[src/rtl/spi_regfile.sv]
// SPI-slave (mode 0) register bank oversampled in the clk domain.
// Command 0x01 = burst read, 0x02 = burst write, then address byte, then REG_W/8-byte words MSB first.
module spi_regfile #(
  parameter int REG_W       = 16,
  parameter int NUM_REGS    = 8,
  parameter int SYNC_STAGES = 2
) (
  input  logic                      clk,
  input  logic                      rst_n,
  input  logic                      spi_clk,
  input  logic                      spi_ss,
  input  logic                      spi_mosi,
  output logic                      spi_miso,
  output logic [NUM_REGS*REG_W-1:0] wr_regs,
  input  logic [NUM_REGS*REG_W-1:0] rd_regs,
  output logic [NUM_REGS-1:0]       wr_strobe,
  output logic                      busy,
  output logic                      frame_err
);

  localparam int NB = REG_W / 8;

  typedef enum logic [2:0] {
    IDLE, RD_ADDR, RD_DATA, WR_ADDR, WR_DATA, DISCARD
  } state_t;

  state_t                 state;
  logic [SYNC_STAGES-1:0] sclk_sync, ss_sync, mosi_sync;
  logic                   sclk_prev, ss_prev, armed;
  logic [2:0]             bit_cnt;
  logic [1:0]             byte_idx;
  logic [6:0]             in_byte;
  logic [7:0]             addr;
  logic [REG_W-1:0]       shreg, staging;

  logic                   sclk_s, ss_s, mosi_s;
  logic                   sclk_rise, sclk_fall, ss_rise, byte_done, last_byte;
  logic [7:0]             rx_byte, snap_addr;
  logic [REG_W-1:0]       rd_word, staging_next;

  assign sclk_s = sclk_sync[SYNC_STAGES-1];
  assign ss_s   = ss_sync[SYNC_STAGES-1];
  assign mosi_s = mosi_sync[SYNC_STAGES-1];

  // Nothing is decoded until ss has been seen high, so a frame cut by reset is never resumed.
  assign sclk_rise = armed & ~ss_s & sclk_s & ~sclk_prev;
  assign sclk_fall = armed & ~ss_s & ~sclk_s & sclk_prev;
  assign ss_rise   = armed & ss_s & ~ss_prev;
  assign byte_done = sclk_rise & (bit_cnt == 3'd7);
  assign rx_byte   = {in_byte, mosi_s};
  assign last_byte = (byte_idx == 2'(NB - 1));
  assign snap_addr = (state == RD_ADDR) ? rx_byte : addr + 8'd1;
  assign staging_next = (staging << 8) | REG_W'(rx_byte);

  // Addresses beyond the bank match no entry and read as zero.
  always_comb begin
    rd_word = '0;
    for (int i = 0; i < NUM_REGS; i++)
      if (snap_addr == 8'(i)) rd_word = rd_regs[i*REG_W +: REG_W];
  end

  always_ff @(posedge clk or negedge rst_n) begin
    if (!rst_n) begin
      sclk_sync <= '0;
      ss_sync   <= '0;
      mosi_sync <= '0;
      sclk_prev <= 1'b0;
      ss_prev   <= 1'b0;
      armed     <= 1'b0;
      state     <= IDLE;
      bit_cnt   <= '0;
      byte_idx  <= '0;
      in_byte   <= '0;
      addr      <= '0;
      shreg     <= '0;
      staging   <= '0;
      spi_miso  <= 1'b0;
      wr_regs   <= '0;
      wr_strobe <= '0;
      busy      <= 1'b0;
      frame_err <= 1'b0;
    end else begin
      sclk_sync <= {sclk_sync[SYNC_STAGES-2:0], spi_clk};
      ss_sync   <= {ss_sync[SYNC_STAGES-2:0], spi_ss};
      mosi_sync <= {mosi_sync[SYNC_STAGES-2:0], spi_mosi};
      sclk_prev <= sclk_s;
      ss_prev   <= ss_s;
      armed     <= armed | ss_s;
      busy      <= armed & ~ss_s;
      wr_strobe <= '0;
      frame_err <= 1'b0;

      if (ss_s) begin
        if (ss_rise)
          frame_err <= (bit_cnt != 3'd0) || (state == RD_ADDR) || (state == WR_ADDR) ||
                       ((state == WR_DATA) && (byte_idx != 2'd0));
        state    <= IDLE;
        bit_cnt  <= '0;
        byte_idx <= '0;
        shreg    <= '0;
        staging  <= '0;
        spi_miso <= 1'b0;
      end else begin
        if (sclk_fall) begin
          spi_miso <= shreg[REG_W-1];
          shreg    <= shreg << 1;
        end
        if (sclk_rise) begin
          in_byte <= rx_byte[6:0];
          bit_cnt <= bit_cnt + 3'd1;
        end
        if (byte_done) begin
          case (state)
            IDLE: begin
              if (rx_byte == 8'h01)      state <= RD_ADDR;
              else if (rx_byte == 8'h02) state <= WR_ADDR;
              else                       state <= DISCARD;
            end
            RD_ADDR: begin
              addr     <= rx_byte;
              shreg    <= rd_word;
              byte_idx <= '0;
              state    <= RD_DATA;
            end
            RD_DATA: begin
              if (last_byte) begin
                byte_idx <= '0;
                addr     <= addr + 8'd1;
                shreg    <= rd_word;
              end else begin
                byte_idx <= byte_idx + 2'd1;
              end
            end
            WR_ADDR: begin
              addr     <= rx_byte;
              byte_idx <= '0;
              state    <= WR_DATA;
            end
            WR_DATA: begin
              if (last_byte) begin
                for (int i = 0; i < NUM_REGS; i++)
                  if (addr == 8'(i)) begin
                    wr_regs[i*REG_W +: REG_W] <= staging_next;
                    wr_strobe[i]              <= 1'b1;
                  end
                byte_idx <= '0;
                staging  <= '0;
                addr     <= addr + 8'd1;
              end else begin
                staging  <= staging_next;
                byte_idx <= byte_idx + 2'd1;
              end
            end
            default: ;
          endcase
        end
      end
    end
  end

endmodule
[config.mk]
export PLATFORM = sky130hd
export DESIGN_NAME = spi_regfile
export DESIGN_NICKNAME = d
export VERILOG_FILES = /design/src/rtl/spi_regfile.sv
export SDC_FILE = /design/constraint.sdc
export NUM_CORES = 1
export LEC_CHECK = 0
export BUFFER_PORTS_ARGS = -buffer_cell sky130_fd_sc_hd__buf_2
export CORE_ASPECT_RATIO = 1.25
export CORE_UTILIZATION = 47
export DETAILED_ROUTE_END_ITERATION = 16
export GPL_TIMING_DRIVEN = 0
export PLACE_DENSITY = 0.76
export SKIP_CTS_REPAIR_TIMING = 1
export SYNTH_ARGS = -nofsm -noshare
export SYNTH_HDL_FRONTEND = slang
export SYNTH_SLANG_ARGS = --single-unit
export TNS_END_PERCENT = 30
[constraint.sdc]
create_clock -name clk -period 2.6 [get_ports clk]
set_clock_uncertainty 0.05 [all_clocks]
set_input_delay 0.26 -clock clk [delete_from_list [all_inputs] [get_ports clk]]
set_output_delay 0.26 -clock clk [all_outputs]
set_load 0.02 [all_outputs]
==> impl_results.md <==
- Status: finished with violations
- Violations in the final reports: setup timing
- Worst-skew pair later-pin latency: 0.43 ns
- Register bit total from synthesis: just under 200
- Maximum VDD drop: 446 uV
- Actual transition at the worst max-transition pin: 1.07 ns
- Number of CTS-inserted buffers: 17
- Async set-reset flop share out of synthesis: 100%
- Area growth syn-to-layout: 39.8%
- Cell area after technology mapping: roughly 9300 sq um
- Leakage power total: 6.73 nW
- Detail-routed via count per cell: between 5 and 6
- Capture point of the worst reg-to-reg path: shreg[15]
- Quantity of I/O buffers inserted on ports: ~270
- Arrival time worst endpoint: 3.04 ns
- Syn nets: 929
- Kind of launch point of the worst setup path: flip-flop
- Worst setup EP type: flip-flop
- Hold path depth: 2
- Crit path largest cell delay: around 0.41 ns
- Number of cells after detailed placement: 1,326
- Mean instance size in the synthesized netlist: 11.8 sq um
- Register clock-pin slew on the reported worst setup and hold paths: 0.07 ns
- Overall track demand over capacity in global routing: roughly a quarter
- DRC violations left: 0
- Post-detail-place hpwl: 19,600 um
- TritonCTS clock tree: done
- First-pass GRT wire length: a little over 40,000 um
- Min Clock Period, post-route: 2.77 ns
- Core box area: approximately 20,000 sq um
- Flip-flop cell with the highest count after synthesis: dfrtp_1
- Setup violation total in the final timing report: 75
- Number of global-route vias before repair: 7,704
- Die area: 20,400 sq um
- Maximum clock frequency: 361 MHz
- Floorplan row count: 57
- Library cells used by synthesis: 66
- WS Path Type: flip-flop to flip-flop
- Clock tree buffer depth: 2
- Count of flip-flops with a built-in enable after synthesis: 0
- Final hold violation count: 0
- Number of antenna violations at the first check in global routing: 0
- Share of final-layout standard cells stronger than drive strength 1: a little over half
- Length of the first detailed-routing pass in iterations: 5
- Starting density of the core: 47.9%
- Cells along the critical path: buf_4 > or3b_4 > buf_6 > mux2i_4 > mux2_2 > a221oi_2 > nor4_1 > o31a_1 > o211a_1
- Worst path bufs/invs: 2
- DRT Wirelength: 29,700 um
- Worst hold path class: input port to flip-flop
- Critical R2R Launch: state[1]
- Number of vias in the routed layout: 7,975
- Sequential cell area: between 4000 and 5000 sq um
- Post-Syn Instances: 789
- Period Utilization, post-route: 107%
- Startpoint of the worst setup timing path: state[1]
- RD Place Congestion: about 0.90
- Worst-path fanout max: 10
- Number of slew-limit violations in the final report: 0
- Number of max-cap violations: 0
- Area taken by multi-input logic gates: 4650 sq um
- Number of routed nets with antenna violations: 0
- Worst-case setup margin in the final layout: -0.171 ns
- Total overflow reported by the global router: 0
- CP delay by family, top: compound AO/OA/AOI/OAI gates
- Start point of the worst min-delay path: rd_regs[122]
- Unrepaired setup endpoints after global routing: true
- Number of fillers in the final layout: 1,458
- Worst-case hold path end point: shreg[10]
- Reg2Reg Setup Slack: -0.17 ns
- First-iteration detailed-routing DRC count: 578
- Number of top-level pins: 272
- Sequential area share after synthesis: 52.3%
- Final worst hold slack: 0.0709 ns
- Total power after layout: 0.00639 W
- Cell depth of the worst flop-to-flop path: 9
- CTS H-tree depth: 4
- Max stage delay cell, worst path: or3b_4
- Number of antenna diodes: 0
- Slew headroom: ~28%
- Pin count of the biggest net entering global routing: 99
- Pwr Density: approximately 490 nW/um^2
- Clock Tree Root: clkbuf_16
- Per-cell routed wire length: 20.9 um
- Final std cells w/o fill: 1,425
- Horizontal extent of the die: between 100 and 150 um
- TritonCTS sink count: 195
- Die outline height: between 150 and 200 um
- Ys Warns: 0
- Setup TNS: -4.78 ns
- Critical path data required time: between 2 and 3 ns
- Nets@finish: approximately 1,300
-- cells in the mapped netlist (all sizes together) (8+ instances only) --
cell	count	share of area (%)
dfrtp	195	52
mux2	143	17
a21oi	42	2.3
nand2	41	1.7
o21ai	38	2.0
nor2	36	1.4
clkbuf	30	1.2
buf	29	2.0
mux2i	29	3.2
a22oi	12	0.97
inv	12	0.48
nand3	12	0.81
nor3	11	0.64
nor4	11	0.90
o31ai	11	0.89
a22o	10	0.94
o22ai	10	0.67
a31oi	8	0.54
nand2b	8	0.54
-- routing by layer --
layer	routed length [um]	part of all wire, %	global-route usage [%]
met2	15300	52	45.2
met3	1910	6.4	6.96
met4	804	2.7	10.7
met1	11700	39	31.3
met5	0	0	0
-- flip-flops by register name, summed over array words and instances, names as in the netlist --
name	cells
mosi_sync	2
bit_cnt	3
wr_regs	128
state	3
ss_sync	2
sclk_sync	2
frame_err	1
armed	1
shreg	16
sclk_prev	1
byte_idx	2
wr_strobe	8
busy	1
in_byte	7
spi_miso	1
ss_prev	1
staging	8
addr	8
-- power by group --
group,total [W],switching [W],internal [W]
registers,0.00315,0.0000672,0.00308
clock network,0.00264,0.00131,0.00133
logic,0.000608,0.000366,0.000242
total,0.00639,0.00175,0.00465
-- stage by stage --
step           utilization, %  cell area (sq um)  worst slack (ns)
2_1_floorplan               -               9330           0.00672
5_1_grt                  67.0              13000            -0.252
3_3_place_gp             56.6              11000             -1.96
3_5_place_dp             56.8              11100            -0.817
6_report                 67.0              13000            -0.171
4_1_cts                  59.8              11600            -0.853
-- cells in the final DEF (no fill, tap or decap), types with 11 or more instances in the layout --
master     Yosys  layout
mux2i_1       28      23
clkbuf_16      0      23
clkbuf_1      29      14
a21oi_1       42      37
buf_6          5      11
buf_4          7      60
mux2_2       143      96
a22oi_1       12      12
nand2_1       40      40
dfrtp_1      195     193
mux2_4         0      47
nor2_1        36      35
o21ai_0       38      35
inv_1         12      12
buf_8          0      11
buf_2         14     277
-- final cells by class --
cell class	instances	share of cell area (%)
Sequential cell	195	37.4
Multi-Input combinational cell	523	35.7
Timing Repair Buffer	340	15.7
Buffer	58	3.69
Clock buffer	19	3.40
Tap cell	265	2.54
Clock inverter	13	1.16
Inverter	12	0.345
-- cell families after synthesis --
family / after synthesis / share of synthesized area, %
DFF: 195 / 52.3
AOI/OAI and AO/OA: 179 / 12.7
muxes: 172 / 20.4
and+or+nand+nor: 157 / 9.06
buffers and inverters: 71 / 3.74
xor gates and xnor gates: 8 / 0.752
adders and majority gates: 7 / 0.939
-- worst register-to-register path: stages (launching register included) --
cell and delay [ns]:
dfrtp_1 0.36, buf_4 0.17, or3b_4 0.41, buf_6 0.19, mux2i_4 0.21, mux2_2 0.38
a221oi_2 0.28, nor4_1 0.11, o31a_1 0.29, o211a_1 0.22
-- worst max-delay path by stage --
stage	endpoint	slack, ns	depth (start not counted)
final	shreg[15]	-0.17	9
after global routing	shreg[3]	-0.25	11
after CTS	shreg[0]	-0.85	10
after detailed placement	shreg[0]	-0.82	10
after global placement	wr_regs[105]	-1.96	1
after floorplan	shreg[7]	0.007	9
Power figures use the tool's default switching activity.
